==> config.mk <==
export PLATFORM = sky130hd
export DESIGN_NAME = exec_wb_pipe
export DESIGN_NICKNAME = d
export VERILOG_FILES = /design/src/rtl/exec_wb_pipe_pkg.sv /design/src/rtl/exec_wb_stage.sv /design/src/rtl/exec_wb_pipe.sv
export SDC_FILE = /design/constraint.sdc
export NUM_CORES = 1
export LEC_CHECK = 0
export ABC_AREA = 1
export BUFFER_PORTS_ARGS = -buffer_cell sky130_fd_sc_hd__buf_2
export CORE_MARGIN = 5
export CORE_UTILIZATION = 29
export CTS_CLUSTER_SIZE = 16
export DETAILED_ROUTE_END_ITERATION = 12
export PLACE_DENSITY = 0.63
export SYNTH_ARGS = -nofsm -noshare
export SYNTH_HDL_FRONTEND = slang
export SYNTH_SLANG_ARGS = --single-unit
==> constraint.sdc <==
create_clock -name clk -period 1.85 [get_ports clk]
set_clock_uncertainty 0.15 [all_clocks]
set_input_delay 0.37 -clock clk [delete_from_list [all_inputs] [get_ports clk]]
set_output_delay 0.37 -clock clk [all_outputs]
set_load 0.03 [all_outputs]
==> src/rtl/exec_wb_pipe_pkg.sv <==
// Shared defaults and the per-stage record carried from execute to writeback.
package exec_wb_pipe_pkg;

  localparam int XLEN_DEF  = 32;
  localparam int AW_DEF    = 5;
  localparam int DEPTH_DEF = 2;

  // Field order {valid, we, rd, data}; the top rebuilds this shape at its own widths.
  typedef struct packed {
    logic                valid;
    logic                we;
    logic [AW_DEF-1:0]   rd;
    logic [XLEN_DEF-1:0] data;
  } stage_t;

endpackage

==> src/rtl/exec_wb_stage.sv <==
// One execute-to-writeback register stage: clear beats hold, hold beats load.
module exec_wb_stage
  import exec_wb_pipe_pkg::*;
#(
  parameter type rec_t = stage_t
) (
  input  logic clk,
  input  logic reset,
  input  logic hold_i,
  input  logic clear_i,
  input  rec_t d_i,
  output rec_t q_o
);

  rec_t rec_q, rec_d;

  always_comb begin
    rec_d = rec_q;
    if (clear_i) begin
      rec_d = '0;
    end else if (!hold_i) begin
      rec_d = d_i;
    end
  end

  always_ff @(posedge clk or negedge reset) begin
    if (!reset) begin
      rec_q <= '0;
    end else begin
      rec_q <= rec_d;
    end
  end

  assign q_o = rec_q;

endmodule

==> src/rtl/exec_wb_pipe.sv <==
// Execute-to-writeback pipe with stall/flush, operand forwarding and a retire counter.
module exec_wb_pipe
  import exec_wb_pipe_pkg::*;
#(
  parameter int XLEN  = XLEN_DEF,
  parameter int DEPTH = DEPTH_DEF,
  parameter int AW    = AW_DEF
) (
  input  logic            clk,
  input  logic            reset,
  input  logic            in_valid,
  output logic            in_ready,
  input  logic            in_we,
  input  logic            in_is_load,
  input  logic [AW-1:0]   in_rd,
  input  logic [XLEN-1:0] in_alu,
  input  logic [XLEN-1:0] in_imm,
  input  logic            stall,
  input  logic            flush,
  input  logic [AW-1:0]   rs1,
  input  logic [AW-1:0]   rs2,
  input  logic [XLEN-1:0] rf_rdata1,
  input  logic [XLEN-1:0] rf_rdata2,
  output logic [XLEN-1:0] fwd_data1,
  output logic [XLEN-1:0] fwd_data2,
  output logic            rf_we,
  output logic [AW-1:0]   rf_waddr,
  output logic [XLEN-1:0] rf_wdata,
  output logic            busy,
  output logic [31:0]     retire_cnt
);

  typedef struct packed {
    logic            valid;
    logic            we;
    logic [AW-1:0]   rd;
    logic [XLEN-1:0] data;
  } rec_t;

  rec_t        in_rec;
  rec_t        stg_q [DEPTH];
  rec_t        fin;
  logic [31:0] retire_cnt_q, retire_cnt_d;

  // Handshake: a result transfers on in_valid && in_ready at the rising edge.
  assign in_ready = !stall && !flush;

  always_comb begin
    in_rec       = '0;
    in_rec.valid = 1'b1;
    in_rec.we    = in_we;
    in_rec.rd    = in_rd;
    in_rec.data  = in_is_load ? in_imm : in_alu;
  end

  // Flush empties every stage; the final stage's contents retire during that same cycle.
  for (genvar i = 0; i < DEPTH; i++) begin : g_stage
    rec_t d;
    logic clr;
    if (i == 0) begin : g_first
      assign d   = in_rec;
      assign clr = flush || (!stall && !in_valid);
    end else begin : g_next
      assign d   = stg_q[i-1];
      assign clr = flush;
    end
    exec_wb_stage #(.rec_t(rec_t)) u_stage (
      .clk     (clk),
      .reset   (reset),
      .hold_i  (stall),
      .clear_i (clr),
      .d_i     (d),
      .q_o     (stg_q[i])
    );
  end

  assign fin      = stg_q[DEPTH-1];
  assign rf_we    = fin.valid && fin.we && (fin.rd != '0) && (!stall || flush);
  assign rf_waddr = fin.rd;
  assign rf_wdata = fin.data;

  // Scan oldest to youngest so the youngest matching stage wins.
  always_comb begin
    fwd_data1 = rf_rdata1;
    fwd_data2 = rf_rdata2;
    busy      = 1'b0;
    for (int i = DEPTH - 1; i >= 0; i--) begin
      busy = busy | stg_q[i].valid;
      if (stg_q[i].valid && stg_q[i].we && (stg_q[i].rd != '0) && (stg_q[i].rd == rs1)) begin
        fwd_data1 = stg_q[i].data;
      end
      if (stg_q[i].valid && stg_q[i].we && (stg_q[i].rd != '0) && (stg_q[i].rd == rs2)) begin
        fwd_data2 = stg_q[i].data;
      end
    end
  end

  assign retire_cnt_d = rf_we ? retire_cnt_q + 32'd1 : retire_cnt_q;

  always_ff @(posedge clk or negedge reset) begin
    if (!reset) begin
      retire_cnt_q <= '0;
    end else begin
      retire_cnt_q <= retire_cnt_d;
    end
  end

  assign retire_cnt = retire_cnt_q;

endmodule
Yosys cells after proc, flatten, opt, wreduce, memory -nomap -nowiden --
Index checks and enable logic that the tools add are counted.
Cells by class: equal/unequal tests 6, bitwise logic cells 1, muxes and demuxes 9, $add $sub $neg 1, reductions and logical operators 18
Operators with widths (count):
- 2-to-1 mux 32 bit | 5
- 2-to-1 mux 39 bit | 4
- adder 32 x 1 -> 32 bit (second input constant) | 1
- equality test 5 bit | 4
- logical AND 1 bit | 11
- nonzero test 5 bit | 2
- inequality test 2 x 1 -> 1 bit (second input constant) | 2
- zero test 1 bit | 3
- logical OR 1 bit | 2
- OR 1 bit | 1
Word-level totals: flip-flop bits (word level) 110, output and inout port bits 136, logic and storage cells 44, bits of input ports 150

Logic depth before layout (Yosys ltp) --
Gate-level depths: netlist (run 1).
word-level depth 5, mapped depth 10, depth with buffers taken out 10

Cells and area by module --
From an unflattened synthesis (run 1), not the netlist that was laid out.
Second synthesis, totals: cell total of the unflattened synthesis 1188, area, all modules 7922.6 sq um
Modules (own cells, without submodules):
- exec_wb_pipe | times used 1, cells an instance 848, sequential area each 800.8 sq um, area each 4847.1 sq um
- exec_wb_stage | times used 2, cells an instance 170, sequential area each 975.9 sq um, area each 1537.7 sq um

Worst setup path before layout (run 1) --
Ideal clock, no wire load.
kind reg2out, start register g_stage[1].u_stage.rec_q (netlist bit g_stage[1].u_stage.q_o[32]), end output fwd_data1[10], stages on the path, launching flop included 9, arrival time 1415 ps, data required time 1330 ps, path slack -85 ps, path buffers 1, cells stage by stage dfrtp_1 > xnor2_1 > nand2_1 > nor2_2 > nand3_2 > buf_2 > nand2_1 > nand3_1 > nand2_1
Between the ends: longest elaborated chain between the ends 5, elaborated cells between the ends (all ways) 6, those cells by class eq/ne (1); mux (2); reduce/logical (3)
RTL lines:
- from (decl) | line exec_wb_stage.sv:15 | rec_t rec_q, rec_d;
- from (signal assigned) | line exec_wb_stage.sv:30 | rec_q <= rec_d;
- nonzero test 5 bit | line exec_wb_pipe.sv:89 | if (stg_q[i].valid && stg_q[i].we && (stg_q[i].rd != '0) && (stg_q[i].rd == rs1)) begin
- logical AND 1 bit | line exec_wb_pipe.sv:89
- logical AND 1 bit (*) | line exec_wb_pipe.sv:89
- 2-to-1 mux 32 bit (*) (2 in a row) | line exec_wb_pipe.sv:89
- to (decl) | line exec_wb_pipe.sv:24 | output logic [XLEN-1:0] fwd_data1,
Mark *: on every way between the ends. The rest lies on a longest branch, timed or not.

Worst setup path after layout (run 1) --
start register g_stage[1].u_stage.rec_q (netlist bit g_stage[1].u_stage.q_o[32]), end output fwd_data2[23]
Between the ends: longest elaborated chain between the ends 5, elaborated cells between the ends (all ways) 6, those cells by class eq/ne (1); mux (2); reduce/logical (3)
RTL lines:
- nonzero test 5 bit | line exec_wb_pipe.sv:92 | if (stg_q[i].valid && stg_q[i].we && (stg_q[i].rd != '0) && (stg_q[i].rd == rs2)) begin
- logical AND 1 bit | line exec_wb_pipe.sv:92
- logical AND 1 bit (*) | line exec_wb_pipe.sv:92
- 2-to-1 mux 32 bit (*) (2 in a row) | line exec_wb_pipe.sv:92
- to (decl) | line exec_wb_pipe.sv:25 | output logic [XLEN-1:0] fwd_data2,
Marked as above.

==> flow_summary.json, run 1 <==
{
  "die_x_um": 173,
  "netlist_instances": 1130,
  "drv_slew": 0,
  "drv_cap": 0,
  "regToRegEndpoint": "retire_cnt[6]",
  "cts.path.max_buffers": 2,
  "clk_pin_slew_ps": 80,
  "cp_max_fo": 7,
  "worstPathRequired_ps": 1330,
  "yosysWarningCount": 0,
  "worst_hold_path_type": "in -> reg",
  "avgSynthCellArea_sq_um": 6.84,
  "die_h_um": 173,
  "coreArea_sq_mm": 0.0261,
  "grt_pass1_wl_mm": 53.8,
  "io_buffers": 285,
  "place_inst": 1732,
  "grt_pass1_vias": 9375,
  "finalSetupViolCount": 76,
  "die_area_sq_mm": 0.0300,
  "num_vias": 9302,
  "r2r_slack_ps": -100,
  "synth_compound_area_share_pct": 7.85,
  "viasPerCell": 5.24,
  "path_buf_inv": 3,
  "synth-adder-area-share_pct": 0.162,
  "wirelength_mm": 36.1,
  "post_drt_wl_per_cell_um": 20.3,
  "ant_nets": 0,
  "synth.top_cell.area_share_pct": 35.6,
  "drive_gt1_share_pct": 44.6,
  "start_kind": "flip-flop",
  "end_kind": "output port",
  "grt_max_degree": 56,
  "first_pass_iters": 5,
  "p_leak_nw": 6.08,
  "stdcell_area_sq_mm": 0.0121,
  "setup_tns_ps": -45530,
  "ys_ff_latch": 110,
  "cp_cell_sequence": "xnor2_1 > nand3_2 > nor2_4 > buf_12 > nand2_8 > clkbuf_16 > nand2_1 > nand3_1 > nand2_2 > buf_6",
  "p_switching_w": 0.00199,
  "grtUsageTotal_pct": 22.5,
  "holdPathStages": 3,
  "synth_top_family_by_area": "simple AND/OR/NAND/NOR gates",
  "status": "finished with violations",
  "synth.distinct_cells": 32,
  "final_cell_mix": "buf_2, inv_1, nand2_1",
  "relSlewSlack_pct": 70.6,
  "synth-simple-area-share_pct": 37.2,
  "crit_arrival_ps": 2110,
  "final_common_cell": "buf_2",
  "place.gp.congestion": 0.948,
  "ctsRootBufferMaster": "clkbuf_16",
  "seq_area_frac_synth_pct": 35.6,
  "p_sw_share_pct": 33.1,
  "synth_top_cell_by_area": "dfrtp_1",
  "slowest_delay_ps": 460,
  "yosys-top-cells-area": "dfrtp_1, nand2_1, nand3_1",
  "ios": 286,
  "r2r.worst_path.cells": 13,
  "finalPower_w": 0.00601,
  "pwr-share-seq_pct": 42.2,
  "path_class": "reg -> out",
  "cellInternalPower_w": 0.00402,
  "clock_sinks": 110,
  "crit_family": "simple AND/OR/NAND/NOR gates",
  "htreeDepth": 3,
  "synthesis.area_sq_mm": 0.00773,
  "start_util_pct": 29.6,
  "synthXorXnorAreaFrac_pct": 2.95,
  "cts_made_buffers": 9,
  "worstMarginPinSlew_ps": 439,
  "worstHoldEndpoint": "g_stage[0].u_stage.q_o[37]",
  "fin_nets": 1584,
  "postPlaceCellArea_sq_mm": 0.0100,
  "drtIter0Drc": 870,
  "hold_viol": 0,
  "synthMuxAreaShare_pct": 0,
  "critPathSlowestCell": "dfrtp_2",
  "fp-row-count": 59,
  "grt_overflow": 0,
  "rsz0062_at_grt": "yes",
  "cp-startpoint": "g_stage[1].u_stage.q_o[32]",
  "syn-num-nets": 1281,
  "grt_antenna_before_repair": 7,
  "fmax_mhz": 381,
  "cellPowerDensity_mw_per_mm2": 498,
  "violations": "negative setup slack",
  "fin_ws_ps": -776,
  "hold_start": "in_we",
  "dp_hpwl_mm": 25.5,
  "clkPwrFrac_pct": 33.1,
  "peakVddDrop_v": 0.000393,
  "clock_latency_ps": 370,
  "fin_crit_sh_pct": 142,
  "syn_to_final_growth_pct": 56.3,
  "period_needed_ps": 2630,
  "power_frac_comb_pct": 24.6,
  "cts_tree": "done",
  "drc": 0,
  "stdcell_count": 1775,
  "r2r_start": "g_stage[1].u_stage.q_o[34]"
}
[tightest hold or removal path, cell delays in order]
cell     delay (ps)
buf_2            80
nand3_1          60
o21ai_0          70
[stage by stage]
step           worst slack [ps]  util, %  hold WS, ps
2_1_floorplan             -7.63        -        -75.6
3_3_place_gp               -607     38.4         58.4
3_5_place_dp               -573     38.4         58.4
4_1_cts                    -748     43.1         90.1
5_1_grt                    -879     46.2          112
6_report                   -776     46.2          106
[layer usage]
metal / wire (um) / vias up / part of all wire, % / track usage [%]
met2: 17500 / 553 / 49 / 38.3
met1: 13700 / 4391 / 38 / 26.9
met3: 3300 / 113 / 9.2 / 5.78
li1: - / 4235 / - / -
met5: 57 / - / 0.16 / 0
met4: 1490 / 10 / 4.1 / 9.54
[worst max-delay path by stage]
stage / to / slack (ps) / cells past startpoint
6_report: fwd_data2[23] / -780 / 10
5_1_grt: fwd_data2[23] / -880 / 10
4_1_cts: fwd_data2[3] / -750 / 9
3_5_place_dp: fwd_data1[22] / -570 / 11
3_3_place_gp: fwd_data1[22] / -610 / 11
2_1_floorplan: fwd_data1[11] / -8 / 6
[kinds of logic (layout without fill, tap and decap cells)]
logic type      count (synthesis)  count (layout)
other cells                     0               2
compound gates                 85              85
fa+ha+maj                       1               1
simple gates                  631             631
flops                         110             110
xor+xnor                       26              26
buf+inv                       277             585
[what timing repair did]
item | CTS | global route
cloned | 4 | 6
hold endpoints to repair | 110 | 0
endpoints found under the setup margin | 77 | 82
hold buffers | 1 | 0
buffers inserted | 8 | 8
resized for setup | 212 | 140
pin swaps | 12 | 50
[flip-flops by register name (all words and copies together) (netlist names)]
register             cells
g_stage.u_stage.q_o     78
retire_cnt              32
[power groups by stage]
stage	Clock [W]	Sequential, W	Combinational [W]
after floorplan	0	0.00257	0.000677
after global placement	0	0.00257	0.00127
after detailed placement	0	0.00257	0.00127
after CTS	0.00205	0.00253	0.00141
after global routing	0.00217	0.00255	0.00158
final	0.00199	0.00254	0.00148
[cell usage after synthesis]
cell type	count
ha_1	1
a21oi_4	1
clkbuf_1	15
inv_1	169
nor2_2	4
dfrtp_1	110
or2_1	1
nand3b_1	6
inv_2	7
o21ai_0	11
nor2_4	6
o32ai_1	32
buf_6	1
buf_4	41
nand2_1	259
nor3_1	4
xnor2_1	14
buf_2	41
nand3_1	183
o22ai_1	37
nor2_1	114
xor2_1	12
o21ai_1	3
a21oi_2	1
nand4_2	1
nand2_2	4
nand2_4	3
nand4_1	39
nor3_4	2
buf_1	3
nor3_2	1
nand3_2	4
[final cells by class]
| cell class | instances | area [sq um] |
|---|---|---|
| sequential | 110 | 2760 |
| timing repair buffer | 393 | 3240 |
| clock buffer | 11 | 243 |
| inverter | 176 | 666 |
| multi-input combinational | 743 | 4700 |
| clock inverter | 5 | 52.6 |
| tap | 335 | 419 |
| fill | 2601 | 14000 |
| antenna | 2 | 5.00 |
Power figures use the tool's default switching activity.
==> inputs of run 2 (changes only) <==
--- a/config.mk
+++ b/config.mk
@@ -9,6 +9,7 @@
 export BUFFER_PORTS_ARGS = -buffer_cell sky130_fd_sc_hd__buf_2
 export CORE_MARGIN = 5
 export CORE_UTILIZATION = 29
+export CTS_BUF_LIST = sky130_fd_sc_hd__clkbuf_4
 export CTS_CLUSTER_SIZE = 16
 export DETAILED_ROUTE_END_ITERATION = 12
 export PLACE_DENSITY = 0.63
==> constraint.sdc (replaced) <==
create_clock -name clk -period 1.85 [get_ports clk]
set_clock_uncertainty 0.15 [all_clocks]
set_input_delay 0.37 -clock clk [delete_from_list [all_inputs] [get_ports clk]]
set_output_delay 0.37 -clock clk [all_outputs]
set_load 0.005 [all_outputs]
==> run 2 against run 1 <==
The run still ends with negative setup slack left. Combinational power decreased by 23%. Design area decreased by 10%. Power decreased by 19%. Largest power group unchanged. Register-to-register slack improved by 210 ps. Highest routed layer unchanged. Global-route usage decreased by 1.8 points. Critical path depth decreased by 3.
==> flow_summary.json, run 2 (synthesis gave the netlist of run 1 again) <==
{
  "holdPathStages": 3,
  "first_pass_iters": 9,
  "fin_crit_sh_pct": 148,
  "r2r_slack_ps": 110,
  "ctsRootBufferMaster": "clkbuf_4",
  "cts.path.max_buffers": 2,
  "fmax_mhz": 366,
  "worstHoldEndpoint": "g_stage[0].u_stage.q_o[26]",
  "fin_nets": 1600,
  "end_kind": "output port",
  "regToRegEndpoint": "retire_cnt[17]",
  "fp-row-count": 59,
  "drv_slew": 0,
  "rsz0062_at_grt": "yes",
  "final_cell_mix": "buf_2, nand2_1, inv_1",
  "post_drt_wl_per_cell_um": 19.6,
  "worst_hold_path_type": "in -> reg",
  "final_common_cell": "buf_2",
  "ios": 286,
  "crit_arrival_ps": 2210,
  "busiest_layer": "met2",
  "place.gp.congestion": 0.960,
  "die_x_um": 173,
  "dp_hpwl_mm": 23.4,
  "fin_ws_ps": -880,
  "cts_tree": "done",
  "period_needed_ps": 2730,
  "wirelength_mm": 35.2,
  "coreArea_sq_mm": 0.0261,
  "clock_sinks": 110,
  "worstPathRequired_ps": 1330,
  "cts_made_buffers": 9,
  "violations": "negative setup slack",
  "die_h_um": 173,
  "met3_usage_pct": 6.35,
  "r2r.worst_path.cells": 12,
  "start_util_pct": 29.6,
  "htreeDepth": 3,
  "cp_max_fo": 8,
  "io_buffers": 285,
  "grt_antenna_before_repair": 8,
  "grt_util_met2_pct": 35.0,
  "path_class": "reg -> out",
  "ant_nets": 0,
  "hold_viol": 0,
  "worstMarginPinSlew_ps": 516,
  "drtIter0Drc": 923,
  "drc": 0,
  "drive_gt1_share_pct": 33.0,
  "hold_start": "in_imm[26]",
  "clock_latency_ps": 490,
  "grt_overflow": 0,
  "grt_pass1_wl_mm": 50.0,
  "die_area_sq_mm": 0.0300,
  "final_util_pct": 41.6,
  "clk_pin_slew_ps": 200,
  "grtUsageTotal_pct": 20.7,
  "relSlewSlack_pct": 65.6,
  "cellPowerDensity_mw_per_mm2": 447,
  "peakVddDrop_v": 0.000262,
  "grt_max_degree": 51,
  "finalPower_w": 0.00486,
  "dp_slack_ps": -329,
  "p_leak_nw": 5.67,
  "num_vias": 9258,
  "drv_cap": 0,
  "largest_reg_flops": 78,
  "r2r_start": "g_stage[1].u_stage.q_o[35]",
  "met1_usage_pct": 24.9,
  "finalSetupViolCount": 68,
  "grt_pass1_vias": 8994,
  "start_kind": "flip-flop",
  "viasPerCell": 5.17,
  "syn_to_final_growth_pct": 40.6,
  "status": "finished with violations"
}
## run 2: changes by cell type in the layout (fill, tap and decap cells not counted), sizes merged
| cell | before | now |
|---|---|---|
| buf | 385 | 361 |
| clkinv | 1 | 2 |
| diode | 2 | 3 |
| clkbuf | 17 | 18 |
| bufbuf | 1 | 0 |
| dlygate4sd3 | 1 | 40 |
## run 2: worst max-delay path by stage
stage,startpoint,end,slack [ps],depth (start not counted)
6_report,g_stage[0].u_stage.q_o[35],fwd_data1[2],-880,7
2_1_floorplan,g_stage[1].u_stage.q_o[32],fwd_data1[10],70,8
3_5_place_dp,g_stage[1].u_stage.q_o[34],fwd_data1[1],-330,9
5_1_grt,g_stage[0].u_stage.q_o[32],fwd_data2[1],-1040,8
4_1_cts,g_stage[0].u_stage.q_o[35],fwd_data2[9],-880,7
3_3_place_gp,g_stage[1].u_stage.q_o[34],fwd_data1[1],-330,9
## run 2: area by class of cell
type | count | area [sq um]
Multi-Input combinational cell | 743 | 3990
Clock buffer | 10 | 75.1
Timing Repair Buffer | 409 | 2910
Clock inverter | 6 | 43.8
Tap cell | 335 | 419
Antenna cell | 3 | 7.51
Sequential cell | 110 | 2760
Inverter | 176 | 663
Fill cell | 2716 | 15300
## run 2: metal layers
layer,routed length (um),vias up
met5,58,-
met4,1270,10
met3,3390,116
met2,16700,581
met1,13800,4290
li1,-,4261
## run 2: report_power, final
part / internal [W] / switching [W] / total (W)
Combinational: 0.000485 / 0.000650 / 0.00114
Clock: 0.000303 / 0.000887 / 0.00119
Sequential: 0.00247 / 0.0000614 / 0.00253
## run 2: per-stage QoR
stage	hold WS (ps)	setup TNS (ps)	cells	instance area, sq um
after floorplan	-75.6	0	1130	7730
after global routing	4.14	-64510	1792	10900
after global placement	164	-15920	1710	9670
after detailed placement	164	-16880	1710	9670
final	47.9	-52980	1792	10900
after CTS	0.312	-52200	1770	10300
## run 2: critical path, stage by stage, from the launching register on
cell and delay (ps):
dfrtp_2 490, or2_4 270, a21oi_4 210, nand3_4 190, clkbuf_16 230, nand3_1 90, nand2_1 80, buf_2 140
## run 2: timing repair
item                                    4_1_cts  5_1_grt
hold buffers                                 40        0
resized for setup                            16       76
pin swaps                                     1        2
endpoints found under the hold margin       137        0
endpoints found under the setup margin       79       89
cloned                                        0       11
buffers inserted                              5        9
